**config.mk**
```make
export PLATFORM = sky130hd
export DESIGN_NAME = cache_miss_ctrl
export DESIGN_NICKNAME = d
export VERILOG_FILES = /design/src/rtl/cache_miss_ctrl.sv
export SDC_FILE = /design/constraint.sdc
export NUM_CORES = 1
export LEC_CHECK = 0
export CAP_MARGIN = 40
export CORE_ASPECT_RATIO = 0.9
export CORE_MARGIN = 4
export CORE_UTILIZATION = 49
export DETAILED_ROUTE_END_ITERATION = 7
export PLACE_DENSITY_LB_ADDON = 0.2
export SKIP_LAST_GASP = 1
export SLEW_MARGIN = 20
export SYNTH_ARGS = -nofsm -noshare
export SYNTH_HDL_FRONTEND = slang
export SYNTH_SLANG_ARGS = --single-unit
```
**constraint.sdc**
```tcl
create_clock -name clk -period 4.8 [get_ports clk]
set_clock_uncertainty 0.2 [all_clocks]
set_input_delay 1.44 -clock clk [delete_from_list [all_inputs] [get_ports clk]]
set_output_delay 1.44 -clock clk [all_outputs]
set_load 0.01 [all_outputs]
```
**src/rtl/cache_miss_ctrl.sv**
```systemverilog
// Miss controller behind the direct-mapped L1: buffers write-through traffic,
// drains it to memory, and services read misses with a one-cycle cache fill.
module cache_miss_ctrl #(
    parameter int ADDR_W   = 17,
    parameter int DATA_W   = 32,
    parameter int WB_DEPTH = 4
) (
    input  logic              clk,
    input  logic              rst,
    input  logic              miss_valid,
    input  logic [ADDR_W-1:0] miss_addr,
    input  logic              wr_valid,
    input  logic [ADDR_W-1:0] wr_addr,
    input  logic [DATA_W-1:0] wr_data,
    output logic              wr_ready,
    output logic              stall,
    output logic              fill_valid,
    output logic [ADDR_W-1:0] fill_addr,
    output logic [DATA_W-1:0] fill_data,
    output logic              mem_req,
    output logic              mem_we,
    output logic [ADDR_W-1:0] mem_addr,
    output logic [DATA_W-1:0] mem_wdata,
    input  logic              mem_ack,
    input  logic [DATA_W-1:0] mem_rdata
);

    localparam int PTR_W = (WB_DEPTH > 1) ? $clog2(WB_DEPTH) : 1;
    localparam int CNT_W = PTR_W + 1;

    typedef enum logic [1:0] {
        ST_IDLE  = 2'd0,
        ST_DRAIN = 2'd1,
        ST_READ  = 2'd2,
        ST_FILL  = 2'd3
    } state_t;

    state_t              state_r, state_s;
    logic [ADDR_W-1:0]   buf_addr_r [WB_DEPTH];
    logic [DATA_W-1:0]   buf_data_r [WB_DEPTH];
    logic [PTR_W-1:0]    wr_ptr_r, wr_ptr_s, rd_ptr_r, rd_ptr_s;
    logic [CNT_W-1:0]    count_r, count_s;
    logic                wr_ready_r;
    logic [ADDR_W-1:0]   miss_addr_r, miss_addr_s;
    logic                mem_req_r, mem_req_s, mem_we_r, mem_we_s;
    logic [ADDR_W-1:0]   mem_addr_r, mem_addr_s;
    logic [DATA_W-1:0]   mem_wdata_r, mem_wdata_s;
    logic                fill_valid_r, fill_valid_s;
    logic [ADDR_W-1:0]   fill_addr_r, fill_addr_s;
    logic [DATA_W-1:0]   fill_data_r, fill_data_s;
    logic                push_s, pop_s, ack_s, buf_empty_s;

    // An ack only counts against a live request; a write ack retires the head entry.
    assign push_s      = wr_valid && wr_ready_r;
    assign ack_s       = mem_req_r && mem_ack;
    assign pop_s       = ack_s && mem_we_r;
    assign buf_empty_s = (count_r == CNT_W'(0));

    assign wr_ready   = wr_ready_r;
    assign stall      = miss_valid || (state_r != ST_IDLE);
    assign fill_valid = fill_valid_r;
    assign fill_addr  = fill_addr_r;
    assign fill_data  = fill_data_r;
    assign mem_req    = mem_req_r;
    assign mem_we     = mem_we_r;
    assign mem_addr   = mem_addr_r;
    assign mem_wdata  = mem_wdata_r;

    // Buffer bookkeeping: pointers, occupancy and the next-cycle accept flag.
    always_comb begin
        wr_ptr_s = wr_ptr_r;
        rd_ptr_s = rd_ptr_r;
        count_s  = count_r;
        if (push_s) begin
            wr_ptr_s = wr_ptr_r + PTR_W'(1);
        end else begin
            wr_ptr_s = wr_ptr_r;
        end
        if (pop_s) begin
            rd_ptr_s = rd_ptr_r + PTR_W'(1);
        end else begin
            rd_ptr_s = rd_ptr_r;
        end
        case ({push_s, pop_s})
            2'b10:   count_s = count_r + CNT_W'(1);
            2'b01:   count_s = count_r - CNT_W'(1);
            default: count_s = count_r;
        endcase
    end

    // Next-state and memory/fill request generation.
    always_comb begin
        state_s      = state_r;
        miss_addr_s  = miss_addr_r;
        mem_req_s    = mem_req_r;
        mem_we_s     = mem_we_r;
        mem_addr_s   = mem_addr_r;
        mem_wdata_s  = mem_wdata_r;
        fill_valid_s = 1'b0;
        fill_addr_s  = fill_addr_r;
        fill_data_s  = fill_data_r;
        // Dropping req on every ack guarantees the mandatory idle cycle.
        if (ack_s) begin
            mem_req_s = 1'b0;
        end else begin
            mem_req_s = mem_req_r;
        end
        case (state_r)
            ST_IDLE: begin
                if (miss_valid) begin
                    miss_addr_s = miss_addr;
                    if (!buf_empty_s || mem_req_r || push_s) begin
                        state_s = ST_DRAIN;
                    end else begin
                        state_s    = ST_READ;
                        mem_req_s  = 1'b1;
                        mem_we_s   = 1'b0;
                        mem_addr_s = miss_addr;
                    end
                end else if (!buf_empty_s && !mem_req_r) begin
                    mem_req_s   = 1'b1;
                    mem_we_s    = 1'b1;
                    mem_addr_s  = buf_addr_r[rd_ptr_r];
                    mem_wdata_s = buf_data_r[rd_ptr_r];
                end else begin
                    state_s = ST_IDLE;
                end
            end
            ST_DRAIN: begin
                if (mem_req_r) begin
                    state_s = ST_DRAIN;
                end else if (!buf_empty_s) begin
                    mem_req_s   = 1'b1;
                    mem_we_s    = 1'b1;
                    mem_addr_s  = buf_addr_r[rd_ptr_r];
                    mem_wdata_s = buf_data_r[rd_ptr_r];
                end else if (push_s) begin
                    state_s = ST_DRAIN;
                end else begin
                    state_s    = ST_READ;
                    mem_req_s  = 1'b1;
                    mem_we_s   = 1'b0;
                    mem_addr_s = miss_addr_r;
                end
            end
            ST_READ: begin
                if (ack_s) begin
                    state_s      = ST_FILL;
                    fill_valid_s = 1'b1;
                    fill_addr_s  = miss_addr_r;
                    fill_data_s  = mem_rdata;
                end else begin
                    state_s = ST_READ;
                end
            end
            ST_FILL: begin
                state_s = ST_IDLE;
            end
            default: begin
                state_s = ST_IDLE;
            end
        endcase
    end

    // Control and output registers.
    always_ff @(posedge clk) begin
        if (rst) begin
            state_r      <= ST_IDLE;
            wr_ptr_r     <= PTR_W'(0);
            rd_ptr_r     <= PTR_W'(0);
            count_r      <= CNT_W'(0);
            wr_ready_r   <= 1'b1;
            miss_addr_r  <= ADDR_W'(0);
            mem_req_r    <= 1'b0;
            mem_we_r     <= 1'b0;
            mem_addr_r   <= ADDR_W'(0);
            mem_wdata_r  <= DATA_W'(0);
            fill_valid_r <= 1'b0;
            fill_addr_r  <= ADDR_W'(0);
            fill_data_r  <= DATA_W'(0);
        end else begin
            state_r      <= state_s;
            wr_ptr_r     <= wr_ptr_s;
            rd_ptr_r     <= rd_ptr_s;
            count_r      <= count_s;
            wr_ready_r   <= (count_s != CNT_W'(WB_DEPTH));
            miss_addr_r  <= miss_addr_s;
            mem_req_r    <= mem_req_s;
            mem_we_r     <= mem_we_s;
            mem_addr_r   <= mem_addr_s;
            mem_wdata_r  <= mem_wdata_s;
            fill_valid_r <= fill_valid_s;
            fill_addr_r  <= fill_addr_s;
            fill_data_r  <= fill_data_s;
        end
    end

    // Write-buffer storage.
    always_ff @(posedge clk) begin
        if (rst) begin
            for (int i = 0; i < WB_DEPTH; i++) begin
                buf_addr_r[i] <= ADDR_W'(0);
                buf_data_r[i] <= DATA_W'(0);
            end
        end else if (push_s) begin
            buf_addr_r[wr_ptr_r] <= wr_addr;
            buf_data_r[wr_ptr_r] <= wr_data;
        end else begin
            buf_addr_r[wr_ptr_r] <= buf_addr_r[wr_ptr_r];
            buf_data_r[wr_ptr_r] <= buf_data_r[wr_ptr_r];
        end
    end

endmodule

```
Yosys cells after proc, flatten, opt, wreduce, memory -nomap -nowiden
Memory sizes are Yosys's and may differ from the RTL's. A register that Yosys moved wholly into a read port is not among the register bits.
Cells that the tools add are included.
{"block": "op_classes", "n_addsub": 4, "n_eq_ne": 16, "mux": 57, "bitwise": 3, "reduce_logical": 22}
{"cell": "2-to-1 mux 32 bit", "n": 6}
{"cell": "2-to-1 mux 17 bit", "n": 8}
{"cell": "case mux 32 bit (2 select lines)", "n": 1}
{"cell": "case mux 17 bit (2 select lines)", "n": 1}
{"cell": "OR reduction 32 bit", "n": 1}
{"cell": "2-to-1 mux 1 bit", "n": 25}
{"cell": "2-to-1 mux 2 bit", "n": 12}
{"cell": "inequality test 3 bit, second input constant", "n": 6}
{"cell": "OR reduction 17 bit", "n": 1}
{"cell": "AND reduction 5 bit", "n": 2}
{"cell": "inequality test 2 bit, second input constant", "n": 4}
{"cell": "case mux 2 bit (4 select lines)", "n": 1}
{"cell": "AND reduction 2 bit", "n": 4}
{"cell": "== test 2 bit, second input constant", "n": 3}
{"cell": "case mux 3 bit (2 select lines)", "n": 1}
{"cell": "adder 2 x 1 -> 2 bit, second input constant", "n": 2}
{"cell": "== test 2 x 1 -> 1 bit, second input constant", "n": 2}
{"cell": "logical AND 1 bit", "n": 4}
{"cell": "case mux 1 bit (2 select lines)", "n": 2}
{"cell": "nonzero test 2 bit", "n": 2}
{"cell": "adder 3 x 1 -> 3 bit, second input constant", "n": 1}
{"cell": "logical NOT 3 bit", "n": 1}
{"cell": "logical OR 1 bit", "n": 3}
{"cell": "subtractor 3 x 1 -> 3 bit, second input constant", "n": 1}
{"cell": "other kinds (6)", "n": 8}
{"block": "word_totals", "ff_bits": 128, "ram_bits": 196, "in_bits": 103, "out_inout_bits": 103, "word_cells": 117, "mem_count": 2}
{"memory": "buf_data_r", "words": 4, "width": 32, "read_ports": 1, "rd_clocked_by_memory_dff": 1, "write_ports": 4, "line": "40", "text": "logic [DATA_W-1:0] buf_data_r [WB_DEPTH];"}
{"memory": "buf_addr_r", "words": 4, "width": 17, "read_ports": 1, "rd_clocked_by_memory_dff": 1, "write_ports": 4, "line": "39", "text": "logic [ADDR_W-1:0] buf_addr_r [WB_DEPTH];"}

Logic depth before layout (Yosys ltp)
Gate-level depths: netlist (run 1).
{"block": "depth", "ltp_word": 8, "mapped_depth": 9, "mapped_depth_nobuf": 8}

Least setup slack after synthesis (run 1)
OpenSTA, ideal clock, no wires.
{"block": "synth_timing", "path_kind": "input port to flip-flop", "startpoint": "input port wr_valid", "endpoint": "memory buf_addr_r[1][0] (enable)", "setup_time_ns": 0.466, "t_arrival_ns": 4.041, "required_ns": 4.134, "setup_slack_ns": 0.093, "cell_stages": 3, "path_buffers": 1, "cell_sequence": "nand2_1 clkbuf_1 o21bai_1"}
{"item": "start, declared", "line": "12", "text": "input logic wr_valid,"}
{"item": "end, declared", "line": "39"}

Final worst setup path (run 1)
{"block": "layout_timing", "startpoint": "input port miss_valid", "endpoint": "output port stall"}
{"block": "layout_via", "elab_chain_cells": 1}
{"item": "start, declared", "line": "10", "text": "input logic miss_valid,"}
{"item": "logical OR 1 bit", "line": "60", "text": "assign stall = miss_valid || (state_r != ST_IDLE);"}
{"item": "end, declared", "line": "16", "text": "output logic stall,"}
Every way passes these cells.

==> reports/metrics.yaml, run 1 <==
run_status:
  status: "finished, final reports clean"
timing:
  timing.fmax_ghz: 0.229
  fin_crit_ns: 4.36
  hold_viol: 0
  relSlewSlack: 0.454
  worst_pin_slew_ns: 0.819
  rsz0062_at_grt: "false"
  fin_crit_sh: 0.908
  setup_viol: 0
  drv_slew: 0
  holdWs_ns: 0.250
  tns_ns: 0
  worst_slack_ns: 0.440
placement:
  gp_congestion: 0.817
  portBuffers: 205
  pre_cts_slack_ns: 0.431
  dpl.hpwl_um: 19200
synth:
  ys_async_sr_fraction: 0
  synth_commonest_cells: "266 x nand2_1, 196 x edfxtp_1, 130 x dfxtp_1, 119 x a21oi_1, 112 x nor2_1"
  synth_cells: 1145
  synth.most_common_cell: "nand2_1"
  avgSynthCellArea_um2: 11.6
  synth_area_um2: 13200
  yosysUniqueCellTypes: 47
  yosysWarningCount: 0
  yosys_most_used_dff: "edfxtp_1"
  post-synth-top-area-cell: "edfxtp_1"
  synth-seq-area-share: 0.641
  synthTopCellsByArea: "edfxtp_1 44%, dfxtp_1 20%, mux4_2 8.3%"
  synth_top_area_frac: 0.445
  syn_nets: 1250
  synth_edf_count: 196
  ys_ff_latch: 326
global_route:
  grt_pass1_wl_um: 50300
  grt_use_met3: 0.0368
  busiest_layer: "met2"
  antenna_found_initial: 1
  grt_overflow_total: 0
  grtUsageMet1: 0.310
  grt_max_degree: 101
  grt_usage: 0.212
  grt_pass1_vias: 9077
  global_route.usage.met2: 0.339
finish:
  final_core_util: 0.638
  layout.nets: 1427
  area_growth_pct: 27.0
  drive_gt1_frac: 0.111
  antenna_cells: 0
clock_network:
  cts_buffer_depth: 3
  cts_sinks: 326
  cts_setup_buffers: 0
  cts_tree: "yes"
  clock_latency_ns: 0.50
  cts-buffers-inserted: 35
  h-tree-depth: 2
  cts-root-buf: "clkbuf_16"
  cts_hold_buf: 0
  cts_resized: 0
  clk_pin_slew_worst_paths_ns: 0.06
floorplan:
  boundaryPins: 206
  row_count: 56
  die_y_um: 164
  start_util: 0.502
  core_um2: 26300
  dieArea_um2: 29700
  die_x_um: 181
drt:
  drcViolationCount: 0
  postRouteWirelength_um: 31700
  num_vias: 9130
  ant_nets: 0
  drt_iter0_markers: 832
  viasPerCell: 5.39
  drt-pass1-iter-count: 6
  wl_per_cell_um: 18.7
critical_path:
  cp-start-kind: "primary input"
  cp.arrival_ns: 2.72
  worst-setup-path-type: "in2out"
  worstSetupEndpointType: "output pin"
  crit_required_ns: 3.16
  cp_max_fo: 2
  r2r_slack_ns: 2.23
power_and_ir_drop:
  p_total_mw: 6.89
  p_leak_nw: 6.10
  ir_drop_mv: 0.210
  powerDensity_nw_per_um2: 410
hold_path:
  hold_class: "reg2reg"
job:
  max_cap_viol_count: 0
==> kinds of logic after synthesis <==
| kind of cell | count (synthesis) | share of synthesized area |
|---|---|---|
| AND/OR/NAND/NOR | 450 | 0.141 |
| flip-flops | 326 | 0.641 |
| AO/OA/AOI/OAI | 170 | 0.0824 |
| buffers and inverters | 141 | 0.0442 |
| multiplexers | 50 | 0.0841 |
| XOR/XNOR | 6 | 0.00397 |
| adder cells (fa/ha/maj) | 2 | 0.00246 |
==> sequential cells by signal, indices dropped and copies added, names as in the netlist, 2 cells and up, named ones only <==
signal	count
buf_addr_r	68
buf_data_r	128
count_r	3
fill_addr	17
fill_data	32
mem_addr	17
mem_wdata	32
miss_addr_r	17
rd_ptr_r	2
state_r	2
wr_ptr_r	2
==> cell usage in the layout (no fill, tap or decap), types with 5 or more instances in the layout <==
cell type          n
dfxtp_1          128
clkbuf_8           8
clkbuf_16         37
a32oi_1           19
a21oi_1          119
nand2_1          266
nor2_1           111
clkdlybuf4s50_1  204
a311oi_1           7
clkbuf_1          12
edfxtp_1         196
buf_12             6
xor2_1             5
mux4_2            49
a311oi_2          10
and2_1            49
inv_1             54
buf_4             16
==> critical path: stages <==
cell and delay (ns):
clkdlybuf4s50_1 0.43, or3_1 0.36, clkdlybuf4s50_1 0.49
==> power breakdown <==
group	total, mW	internal [mW]	switching, mW	leakage [nW]
Clock	2.68	1.64	1.04	0.568
Combinational	0.931	0.414	0.516	2.44
Sequential	3.28	3.18	0.102	3.10
==> routing by layer <==
layer / share of wire / vias up
li1: - / 4327
met1: 0.44 / 4393
met2: 0.46 / 355
met3: 0.079 / 53
met4: 0.019 / 2
met5: 0.00063 / -
==> area by class of cell <==
class | count | area, um2
repair buffers | 227 | 2310
inverters | 54 | 203
fillers | 2062 | 9530
clock inverters | 5 | 75.1
well taps | 348 | 435
flip-flops and latches | 326 | 8490
multi-input cells | 678 | 4220
clock buffers | 57 | 1080
==> worst paths after layout <==
kind,start,end,depth (start not counted)
worst max register to register,state_r[0],mem_addr[16],4
worst max-delay path,miss_valid,stall,3
worst min register to register,fill_addr[11],fill_addr[11],2
worst min-delay path,fill_addr[11],fill_addr[11],2
==> per-stage QoR <==
stage / std cells / instance area [um2]
after floorplan: 1145 / 13200
after global placement: 1631 / 15600
after detailed placement: 1632 / 15600
after CTS: 1694 / 16800
after global routing: 1695 / 16800
final: 1695 / 16800
Power figures use the tool's default switching activity.
==> run 2, diff against run 1 <==
--- a/config.mk
+++ b/config.mk
@@ -8,8 +8,9 @@
 export CAP_MARGIN = 40
 export CORE_ASPECT_RATIO = 0.9
 export CORE_MARGIN = 4
-export CORE_UTILIZATION = 49
+export CORE_UTILIZATION = 41
 export DETAILED_ROUTE_END_ITERATION = 7
+export DONT_BUFFER_PORTS = 1
 export PLACE_DENSITY_LB_ADDON = 0.2
 export SKIP_LAST_GASP = 1
 export SLEW_MARGIN = 20
==> reports/metrics.yaml, run 2 (synthesis gave the netlist of run 1 again) <==
clock_network:
  cts_hold_buf: 0
  cts_setup_buffers: 0
  clock_latency_ns: 0.52
  cts_sinks: 326
  cts_buffer_depth: 3
  h-tree-depth: 2
  clk_pin_slew_worst_paths_ns: 0.06
  cts-root-buf: "clkbuf_16"
  cts_tree: "yes"
  cts_resized: 0
  cts-buffers-inserted: 36
critical_path:
  cpMaxStageDelayCell: "or3_1"
  critical_path.top_delay_family: "simple AND/OR/NAND/NOR gates"
  crit_buf_inv: 0
  cp_max_fo: 27
  cp-start-kind: "primary input"
  max_stage_delay_ns: 0.36
  crit_chain: "or3_1"
  worstSetupEndpointType: "output pin"
  crit_required_ns: 3.16
  worst-setup-path-type: "in2out"
  cp.arrival_ns: 1.81
drt:
  wl_per_cell_um: 20.7
  drcViolationCount: 0
  viasPerCell: 5.29
  postRouteWirelength_um: 32300
  drt-pass1-iter-count: 4
  drt_iter0_markers: 432
  num_vias: 8244
  ant_nets: 0
global_route:
  antenna_found_initial: 0
  grt_pass1_vias: 8090
  grt_max_degree: 136
  grt_usage: 0.177
  grt_overflow_total: 0
  grt_pass1_wl_um: 48600
placement:
  portBuffers: 0
  gp_congestion: 0.728
  dpl.hpwl_um: 19700
  pre_cts_slack_ns: 1.14
  placement.cell_area_um2: 13600
finish:
  largest_register_ff_count: 128
  antenna_cells: 0
  final_cell_area_um2: 14800
  layout_commonest_cell: "nand2_1"
  final_cell_mix: "266 x nand2_1, 196 x edfxtp_1, 128 x dfxtp_1, 119 x a21oi_1, 111 x nor2_1"
  layout.nets: 1221
  drive_gt1_frac: 0.133
  top_regs: "buf_data_r x128, buf_addr_r x68"
  regMostFlops: "buf_data_r"
  area_growth_pct: 11.7
  nFillCells: 2888
floorplan:
  start_util: 0.415
  boundaryPins: 206
  die_y_um: 178
  die_x_um: 197
  dieArea_um2: 35200
  core_um2: 31900
  row_count: 62
timing:
  tns_ns: 0
  rsz0062_at_grt: "false"
  worst_pin_slew_ns: 0.808
  worst_slack_ns: 1.35
  setup_viol: 0
  fin_crit_ns: 3.45
  fin_crit_sh: 0.718
  hold_viol: 0
  timing.fmax_ghz: 0.290
  drv_slew: 0
  relSlewSlack: 0.460
power_and_ir_drop:
  clkPwrFrac: 0.408
  powerDensity_nw_per_um2: 453
  ir_drop_mv: 0.284
  seq_power_share: 0.498
  power_frac_comb: 0.093
  p_sw_frac: 0.250
  internal_power_mw: 5.02
  p_leak_nw: 5.33
  switching_power_mw: 1.67
hold_path:
  hold_class: "reg2reg"
run_status:
  status: "finished, final reports clean"
job:
  max_cap_viol_count: 0
==> run 2: changes by cell type in the layout (fill, tap and decap cells not counted), sizes merged <==
cell           previous run  this run
buf                      23        20
clkbuf                   57        53
clkinv                    3         6
bufinv                    2         1
clkdlybuf4s50           204         0
clkinvlp                  0         2
inv                      54        56
==> run 2: per-layer routing <==
| metal | vias up | global-route usage | share of wire |
|---|---|---|---|
| met5 | - | 0 | 0 |
| met4 | 0 | 0.0439 | 0.020 |
| met3 | 46 | 0.0493 | 0.082 |
| met2 | 237 | 0.279 | 0.46 |
| met1 | 4042 | 0.245 | 0.44 |
| li1 | 3919 | - | - |
==> run 2: power by group through the flow <==
stage / logic (mW) / registers [mW] / clock network, mW
6_report: 0.626 / 3.34 / 2.73
5_1_grt: 0.690 / 3.36 / 2.93
4_1_cts: 0.632 / 3.34 / 2.81
3_5_place_dp: 0.632 / 3.40 / 0
3_3_place_gp: 0.621 / 3.40 / 0
2_1_floorplan: 0.522 / 3.34 / 0
==> run 2: through the flow <==
| stage | util | instances | total power [mW] | hold slack (ns) |
|---|---|---|---|---|
| detailed placement | 0.426 | 1494 | 4.03 | 0.258 |
| finish | 0.464 | 1558 | 6.69 | 0.271 |
| global placement | 0.426 | 1493 | 4.02 | 0.252 |
| global route | 0.464 | 1558 | 6.97 | 0.290 |
| floorplan | - | 1145 | 3.86 | 0.245 |
| CTS | 0.464 | 1558 | 6.79 | 0.267 |
==> run 2: final cells by class <==
class | count | area, um2 | share of cell area
inverter | 54 | 203 | 0.0137
timing repair buffer | 20 | 163 | 0.0110
clock buffer | 53 | 1080 | 0.0728
multi-input combinational | 678 | 4210 | 0.285
tap | 416 | 520 | 0.0352
sequential | 326 | 8490 | 0.574
clock inverter | 11 | 115 | 0.00779
==> run 2: path summary, 6_finish.rpt <==
| path | end | slack (ns) | start | depth (start not counted) |
|---|---|---|---|---|
| worst max-delay path | stall | 1.35 | miss_valid | 1 |
| worst min-delay path | miss_addr_r[3] | 0.27 | miss_addr_r[3] | 2 |
| worst max register to register | buf_addr_r[1][9] | 2.07 | wr_ready | 3 |
| worst min register to register | miss_addr_r[3] | 0.27 | miss_addr_r[3] | 2 |
